--- src/rtl/arm_mem_pkg.sv ---
// Shared definitions for the multi-cycle memory stage.
//   - mem_state_e : controller FSM states
//   - DEF_*       : default parameter values
//   - word_index  : byte address -> word index (base subtract, >>2, wrap)
package arm_mem_pkg;

  localparam int DEF_DATA_W      = 32;
  localparam int DEF_ADDR_W      = 32;
  localparam int DEF_WORDS       = 64;
  localparam int DEF_WAIT_CYCLES = 3;
  localparam int DEF_BASE_ADDR   = 1024;

  typedef enum logic [1:0] {
    IDLE   = 2'd0,
    ACCESS = 2'd1,
    DONE   = 2'd2
  } mem_state_e;

  // The subtraction is done at 64 bits so that addresses below the base
  // wrap modulo the array size instead of producing a surprise.
  // The caller truncates the result to log2(words) bits.
  function automatic logic [63:0] word_index(input logic [63:0] addr,
                                             input logic [63:0] base,
                                             input int unsigned words);
    logic [63:0] off;
    off = (addr - base) >> 2;
    return off & (64'(words) - 64'd1);
  endfunction

endpackage

--- src/rtl/mem_array.sv ---
// Word-addressed storage for the memory stage.
//   clk     : clock
//   we_i    : write enable, writes wdata_i to waddr_i on the rising edge
//   waddr_i : write word index
//   wdata_i : write data
//   raddr_i : read word index, sampled on the rising edge
//   rdata_o : registered read data (one cycle after raddr_i)
// Contents and the read register are intentionally not reset.
module mem_array #(
  parameter int DATA_W = 32,
  parameter int WORDS  = 64,
  localparam int IDX_W = $clog2(WORDS)
) (
  input  logic              clk,
  input  logic              we_i,
  input  logic [IDX_W-1:0]  waddr_i,
  input  logic [DATA_W-1:0] wdata_i,
  input  logic [IDX_W-1:0]  raddr_i,
  output logic [DATA_W-1:0] rdata_o
);

  logic [DATA_W-1:0] mem_q [WORDS];
  logic [DATA_W-1:0] rdata_q;

  always_ff @(posedge clk) begin
    if (we_i) mem_q[waddr_i] <= wdata_i;
  end

  always_ff @(posedge clk) begin
    rdata_q <= mem_q[raddr_i];
  end

  assign rdata_o = rdata_q;

endmodule

--- src/rtl/mem_stage_ctrl.sv ---
// Multi-cycle memory stage controller for the 5-stage pipeline.
// Accepts one load/store in IDLE, spends WAIT_CYCLES cycles in ACCESS while
// stalling the pipeline, then one DONE cycle where the result is presented.
//   clk        : clock
//   rst        : asynchronous active-low reset
//   MEMread    : load request (held while freeze=1)
//   MEMwrite   : store request (held while freeze=1), wins over MEMread
//   address    : byte address
//   data       : store data
//   MEM_result : registered load data, updated only on load completion
//   freeze     : stall to IF/ID/EXE/MEM registers
//   ready      : idle with no request, or access completing (DONE)
module mem_stage_ctrl
  import arm_mem_pkg::*;
#(
  parameter int DATA_W      = DEF_DATA_W,
  parameter int ADDR_W      = DEF_ADDR_W,
  parameter int WORDS       = DEF_WORDS,
  parameter int WAIT_CYCLES = DEF_WAIT_CYCLES,
  parameter int BASE_ADDR   = DEF_BASE_ADDR
) (
  input  logic              clk,
  input  logic              rst,
  input  logic              MEMread,
  input  logic              MEMwrite,
  input  logic [ADDR_W-1:0] address,
  input  logic [DATA_W-1:0] data,
  output logic [DATA_W-1:0] MEM_result,
  output logic              freeze,
  output logic              ready
);

  localparam int IDX_W = $clog2(WORDS);
  localparam int CNT_W = (WAIT_CYCLES > 1) ? $clog2(WAIT_CYCLES) : 1;

  mem_state_e        state_q, state_d;
  logic [CNT_W-1:0]  cnt_q, cnt_d;
  logic              is_wr_q, is_wr_d;
  logic [IDX_W-1:0]  idx_q, idx_d;
  logic [DATA_W-1:0] wdata_q, wdata_d;
  logic [DATA_W-1:0] result_q, result_d;

  logic              req;
  logic [IDX_W-1:0]  req_idx;
  logic [IDX_W-1:0]  rd_idx;
  logic              arr_we;
  logic [DATA_W-1:0] arr_rdata;

  assign req     = MEMread | MEMwrite;
  assign req_idx = IDX_W'(word_index(64'(address), 64'(BASE_ADDR), WORDS));

  // The read port is pointed at the incoming index while idle so the word is
  // already registered by the first ACCESS cycle; this keeps WAIT_CYCLES=1
  // working with a synchronous-read array.
  assign rd_idx = (state_q == IDLE) ? req_idx : idx_q;

  always_comb begin
    state_d  = state_q;
    cnt_d    = cnt_q;
    is_wr_d  = is_wr_q;
    idx_d    = idx_q;
    wdata_d  = wdata_q;
    result_d = result_q;
    arr_we   = 1'b0;
    freeze   = 1'b0;
    ready    = 1'b0;
    case (state_q)
      IDLE: begin
        if (req) begin
          freeze  = 1'b1;
          state_d = ACCESS;
          cnt_d   = CNT_W'(WAIT_CYCLES - 1);
          is_wr_d = MEMwrite;
          idx_d   = req_idx;
          wdata_d = data;
        end else begin
          ready = 1'b1;
        end
      end
      ACCESS: begin
        freeze = 1'b1;
        if (cnt_q != '0) begin
          cnt_d = cnt_q - CNT_W'(1);
        end else begin
          if (is_wr_q) arr_we   = 1'b1;
          else         result_d = arr_rdata;
          state_d = DONE;
        end
      end
      DONE: begin
        // Request inputs still belong to the finished instruction here.
        ready   = 1'b1;
        state_d = IDLE;
      end
      default: state_d = IDLE;
    endcase
  end

  always_ff @(posedge clk or negedge rst) begin
    if (!rst) begin
      state_q  <= IDLE;
      cnt_q    <= '0;
      is_wr_q  <= 1'b0;
      idx_q    <= '0;
      wdata_q  <= '0;
      result_q <= '0;
    end else begin
      state_q  <= state_d;
      cnt_q    <= cnt_d;
      is_wr_q  <= is_wr_d;
      idx_q    <= idx_d;
      wdata_q  <= wdata_d;
      result_q <= result_d;
    end
  end

  mem_array #(
    .DATA_W (DATA_W),
    .WORDS  (WORDS)
  ) u_mem_array (
    .clk     (clk),
    .we_i    (arr_we),
    .waddr_i (idx_q),
    .wdata_i (wdata_q),
    .raddr_i (rd_idx),
    .rdata_o (arr_rdata)
  );

  assign MEM_result = result_q;

endmodule

--- config.mk ---
export PLATFORM = sky130hd
export DESIGN_NAME = mem_stage_ctrl
export DESIGN_NICKNAME = d
export VERILOG_FILES = /design/src/rtl/arm_mem_pkg.sv /design/src/rtl/mem_array.sv /design/src/rtl/mem_stage_ctrl.sv
export SDC_FILE = /design/constraint.sdc
export NUM_CORES = 2
export LEC_CHECK = 0
export CAP_MARGIN = 20
export CORE_UTILIZATION = 45
export CTS_CLUSTER_DIAMETER = 40
export DETAILED_ROUTE_END_ITERATION = 6
export GPL_ROUTABILITY_DRIVEN = 1
export GPL_TIMING_DRIVEN = 0
export HOLD_SLACK_MARGIN = 0.05
export SYNTH_ARGS = -nofsm -noshare
export SYNTH_HDL_FRONTEND = slang
export SYNTH_HIERARCHICAL = 1
export SYNTH_SLANG_ARGS = --single-unit
export TNS_END_PERCENT = 1
--- constraint.sdc ---
create_clock -name clk -period 9.2 [get_ports clk]
set_input_delay 1.84 -clock clk [delete_from_list [all_inputs] [get_ports clk]]
set_output_delay 1.84 -clock clk [all_outputs]
set_load 0.005 [all_outputs]
# Word level (Yosys, flattened, before mapping)
# Memories as Yosys holds them, arrays and structs flattened. A register that Yosys moved wholly into a read port is not among the register bits.
# Index checks and enable logic that the tools add are counted.
[op_classes] n_bitwise=3 muxes=16 addsub=2 n_reduce_logical=7 eq_ne=5
[op_table] operator="2-bit two-way mux" n=4
[op_table] operator="2-bit one-hot mux with 2 select lines" n=2
[op_table] operator="8-bit by 1-bit subtractor with 8-bit output, second input constant" n=1
[op_table] operator="1-bit two-way mux" n=7
[op_table] operator="6-bit two-way mux" n=1
[op_table] operator="2-bit inequality test, second input constant" n=3
[op_table] operator="3-bit AND reduction" n=2
[op_table] operator="1-bit one-hot mux with 2 select lines" n=2
[op_table] operator="2-bit AND reduction" n=2
[op_table] operator="2-bit nonzero test" n=2
[op_table] operator="2-bit by 1-bit == test with 1-bit output, second input constant" n=1
[op_table] operator="2-bit == test, second input constant" n=1
[op_table] operator="2-bit zero test" n=1
[op_table] operator="1-bit NOT" n=2
[op_table] operator="2-bit by 1-bit subtractor with 2-bit output, second input constant" n=1
[op_table] operator="1-bit OR" n=1
[totals] regBits=75 in_bits=68 elab_cells=40 memories=1 output_inout_bits=34 mem_bits_rw=2048
[memory_table] memory="u_mem_array.mem_q" words=64 word_bits=32 rd=1 rd_clocked_by_memory_dff=1 write_ports=1 line_no="mem_array.sv:22" source="logic [DATA_W-1:0] mem_q [WORDS];"

# Longest topological paths before layout
[depth] depth_word=5 mapped_depth=13 mapped_depth_nobuf=8

# By module
# The synthesis kept the hierarchy.
[by_module_without_submodules] mod="mem_array" seq_area_each_um2=62139.6 area_each_um2=78515.3 cells_per_inst=3324 instances=1
[by_module_without_submodules] mod="mem_stage_ctrl" seq_area_each_um2=1876.8 area_each_um2=2971.6 cells_per_inst=185 instances=1

# Worst setup path after synthesis
# OpenSTA, ideal clock, no wires.
[synth_timing] path_type="flip-flop to flip-flop" from="register cnt_q[0]" to="memory u_mem_array.mem_q[48][0], enable pin" period_less_slack_ps=4099 arrival_ps=3638 setup_time_ps=461 t_required_ps=8739 path_stages_with_launch=9 setup_slack_ps=5101 n_path_buf=0 cell_sequence="dfrtp_1 inv_1 ha_1 nand2_2 nor2_1 and2_1 nor2b_1 nand4b_1 nor3_1"
[synth_between] elab_chain_cells=5
[synth_rtl] element="start: declaration" line_no="mem_stage_ctrl.sv:37" source="logic [CNT_W-1:0] cnt_q, cnt_d;"
[synth_rtl] element="start signal: assignment" line_no="mem_stage_ctrl.sv:109" source="cnt_q <= cnt_d;"
[synth_rtl] element="2-bit nonzero test" line_no="mem_stage_ctrl.sv:82" source="if (cnt_q != '0) begin"
[synth_rtl] element="1-bit two-way mux" line_no="mem_stage_ctrl.sv:82"
[synth_rtl] element="1-bit two-way mux" line_no="mem_stage_ctrl.sv:67" source="case (state_q)"
[synth_rtl] element="net arr_we" line_no="mem_stage_ctrl.sv:46" source="logic arr_we;"
[synth_rtl] element="1-bit two-way mux" line_no="mem_array.sv:26" source="if (we_i) mem_q[waddr_i] <= wdata_i;"
[synth_rtl] element="1-bit two-way mux (not written as such)" line_no="mem_array.sv:26"
[synth_rtl] element="end: declaration" line_no="mem_array.sv:22"
# The timed path passes the listed nets, and every way through them passes these cells.

# Final worst setup path
[layout_timing] from="input port address[4]" to="register u_mem_array.rdata_q[21] (netlist: u_mem_array/rdata_o[21]) (read register of u_mem_array.mem_q)"
[layout_between] elab_chain_cells=2
[layout_rtl] element="start: declaration" line_no="mem_stage_ctrl.sv:26" source="input logic [ADDR_W-1:0] address,"
[layout_rtl] element="8-bit by 1-bit subtractor with 8-bit output" line_no="arm_mem_pkg.sv:26" source="off = (addr - base) >> 2;"
[layout_rtl] element="6-bit two-way mux" line_no="mem_stage_ctrl.sv:55" source="assign rd_idx = (state_q == IDLE) ? req_idx : idx_q;"
[layout_rtl] element="net rd_idx[2]" line_no="mem_stage_ctrl.sv:45" source="logic [IDX_W-1:0] rd_idx;"
[layout_rtl] element="end: declaration" line_no="mem_array.sv:23" source="logic [DATA_W-1:0] rdata_q;"
# The timed path passes the listed nets, and every way through them passes these cells.
# A chain may end at the register's enable or synchronous reset.

==> run_results.csv <==
group,metric,value,unit
worst_hold_path,hold_end,"MEM_result[4]",
timing,worst_slack,3.051,ns
synthesis,synth_compound_area_share,1.660,%
synthesis,synth_common_cells,"edfxtp_1, mux4_2, nor2_1, mux2i_1, o22ai_1",
floorplan,start_util,45.47,%
floorplan,design.core.area,179200,sq um
worst_hold_path,min_path_type,"flip-flop to flip-flop",
setup_path,worst_setup_path_end_kind,"flip-flop",
global_route,grt_max_degree,66,
synthesis,syn-cell-area,81490,sq um
floorplan,dieHeight,427.5,microns
timing,grt_setup_unrepaired,"false",
clock_network,cts_max_level,5,
timing,finalHoldViolCount,0,
route,dr.max_layer_used,"met4",
global_route,grt_antenna_before_repair,8,
global_route,grt_usage,27.08,%
floorplan,fp.dieW,427.5,microns
layout,nets,4059,
synthesis,synth_cell_types,45,
synthesis,synth_edf_count,2048,
clock_network,post-cts-setup-buffers,0,
clock_network,clock_path_buffers,4,
placed_design,placed_area,88020,sq um
layout,fillers,13500,
clock_network,cts_root_buffer,"clkbuf_16",
timing,slew_headroom,15.62,%
setup_path,reg2reg_to,"u_mem_array/rdata_o[21]",
layout,final_core_util,54.12,%
synthesis,synth-xor-area-share,0,%
synthesis,yosys-top-cells-area,"edfxtp_1, mux4_2, dfrtp_1",
layout,final_area,96980,sq um
layout,area_growth,19.01,%
route,drtIter0Drc,5962,
layout,layout.cells.non_filler,6541,
route,wire_per_inst,37.51,microns
placed_design,place_congestion,0.8667,
synthesis,ys_seq_area_share,78.56,%
timing,setup_viol,0,
route,vias_per_cell,6.293,
layout,drive_gt1_share,31.89,%
route,drtAntennaViolNets,0,
placed_design,port_buffers,75,
clock_network,path_clk_slew,0.05,ns
clock_network,cts_resized,0,
synthesis,syn_area_per_cell,23.22,sq um
global_route,grt_pass1_wl,332900,microns
route,drtPass1Iterations,5,
pwr,ir_drop,0.0002780,V
timing,setup_tns,0,ns
route,drt-met1-wl,91660,microns
placed_design,pre_cts_slack,2.338,ns
timing,slew_viol_final,0,
floorplan,dieArea,182800,sq um
setup_path,rr_worst_depth,12,
clock_network,clk_latency,0.90,ns
synthesis,synth_top_family_by_area,"multiplexers",
timing,tightest_slew,1.266,ns
clock_network,numCtsBuffers,281,
route,met3_length,23110,microns
synthesis,synthSimpleGateAreaFrac,1.322,%
layout,seq_area,64070,sq um
global_route,overflow,0,
setup_path,r2r_slack,3.56,ns
setup_path,reg2reg_from,"state_q[0]",
synthesis,synth_nets,3578,
timing,fmax,162.6,MHz
timing,fin_crit_sh,66.83,%
synthesis,async_flop_share,3.480,%
setup_path,required,9.90,ns
run_status,status,"completed",
synthesis,yosysMostFrequentCell,"edfxtp_1",
route,vias,41160,
synthesis,yosysWarningCount,6,
setup_path,cp.arrival,6.84,ns
synthesis,synthAdderAreaFrac,0.01535,%
setup_path,worstPathMaxFanout,10,
route,drc,0,
route,routed_wl,245300,microns
global_route,grt_pass1_vias,40400,
synthesis,synth.ff_latch_count,2155,
clock_network,cts_hold_buf,0,
flow_run,cap_violations,0,
setup_path,cp-start-kind,"input port",
timing,finalClockSkew,0.05299,ns
route,wl_met2,117700,microns
synthesis,synth_top_area_share,75.47,%
placed_design,dpl.cell_count,6060,
pwr,leakagePower,30.73,nW
placed_design,dp_hpwl,158300,microns
timing,min_period,6.149,ns
setup_path,criticalPathCategory,"input port to flip-flop",
synthesis,synth_ff_type,"edfxtp_1",
synthesis,syn_inst,3509,
synthesis,synthMuxAreaShare,17.23,%
synthesis,synth_top_area_cell,"edfxtp_1",
floorplan,pin_count,102,
worst_hold_path,worstHoldStart,"u_mem_array/rdata_o[4]",
pwr,power.density,375.9,nW/um^2
clock_network,cts_tree,"built",
floorplan,row_count,155,
layout,multiInputGateArea,16960,sq um
worst_hold_path,hold_path_depth,1,
clock_network,cts.sinks,2155,
state kept, by name, indices dropped and copies added (netlist names):
signal / flops
is_wr_q: 1
wdata_q: 32
u_mem_array/mem_q: 2048
idx_q: 6
state_q: 2
u_mem_array/rdata_o: 32
MEM_result: 32
cnt_q: 2
stage by stage:
step,power [mW],hold WS [ns]
final,36.45,0.4560
after CTS,36.51,0.4577
after floorplan,19.75,0.4237
after global placement,25.46,0.4331
after detailed placement,26.05,0.4460
after global routing,37.27,0.4736
cells in the final DEF (no fill, tap or decap), types with 32 or more instances in the layout:
| cell type | instances |
|---|---|
| clkdlybuf4s50_1 | 74 |
| clkbuf_16 | 289 |
| a21oi_1 | 65 |
| dfxtp_1 | 32 |
| mux2_2 | 55 |
| nor2_4 | 62 |
| dfrtp_1 | 43 |
| clkinv_2 | 32 |
| buf_12 | 90 |
| clkbuf_1 | 109 |
| edfxtp_1 | 2048 |
| buf_2 | 61 |
| clkinv_1 | 33 |
| o22ai_1 | 85 |
| mux2i_1 | 93 |
| mux4_2 | 544 |
| nor2_1 | 79 |
area by class of cell:
class	count	area share, %
timing repair buffer	198	3.174
multi-input combinational	1159	17.49
tap	2355	3.038
inverter	4	0.01548
sequential	2155	66.06
buffer	191	1.010
clock buffer	329	7.643
antenna	3	0.007741
clock inverter	147	1.561
routing by layer:
| metal | vias up | track usage, % |
|---|---|---|
| met1 | 22320 | 36.07 |
| met2 | 2388 | 43.10 |
| met3 | 504 | 5.589 |
| met5 | - | 0 |
| li1 | 15960 | - |
| met4 | 0 | 12.57 |
critical path, stage by stage:
cell and delay (ns):
clkdlybuf4s50_1 0.67, mux2_2 0.22, clkbuf_1 0.36, buf_2 0.39, buf_2 0.51, buf_2 0.57
nand2_1 0.80, o22ai_1 0.35, nor2_1 0.21, a21oi_1 0.60, nor2_1 0.28
kinds of logic (layout without fill, tap and decap cells):
family                   after synthesis  after routing
other                                  0              3
AO/OA/AOI/OAI                        208            208
adder cells (fa/ha/maj)                1              1
AND/OR/NAND/NOR                      237            237
multiplexers                         713            713
flip-flops                          2155           2155
buffers and inverters                195            869
worst max-delay path by stage:
stage               cells after the start                         to  startpoint
detailed placement                     11    u_mem_array/rdata_o[21]  address[4]
floorplan                               8   u_mem_array/mem_q[48][0]    cnt_q[0]
global route                           11    u_mem_array/rdata_o[21]  address[4]
global placement                        8  u_mem_array/mem_q[48][19]    cnt_q[0]
CTS                                    11    u_mem_array/rdata_o[21]  address[4]
finish                                 11    u_mem_array/rdata_o[21]  address[4]
where the power goes:
part | total, mW | switching [mW] | internal [mW] | leakage, nW
Clock | 10.5 | 4.09 | 6.43 | 4.33
Combinational | 12.5 | 7.90 | 4.62 | 6.86
Sequential | 13.4 | 0.926 | 12.5 | 19.5
Total | 36.5 | 12.9 | 23.5 | 30.7
(Power assumes the default switching activity.)
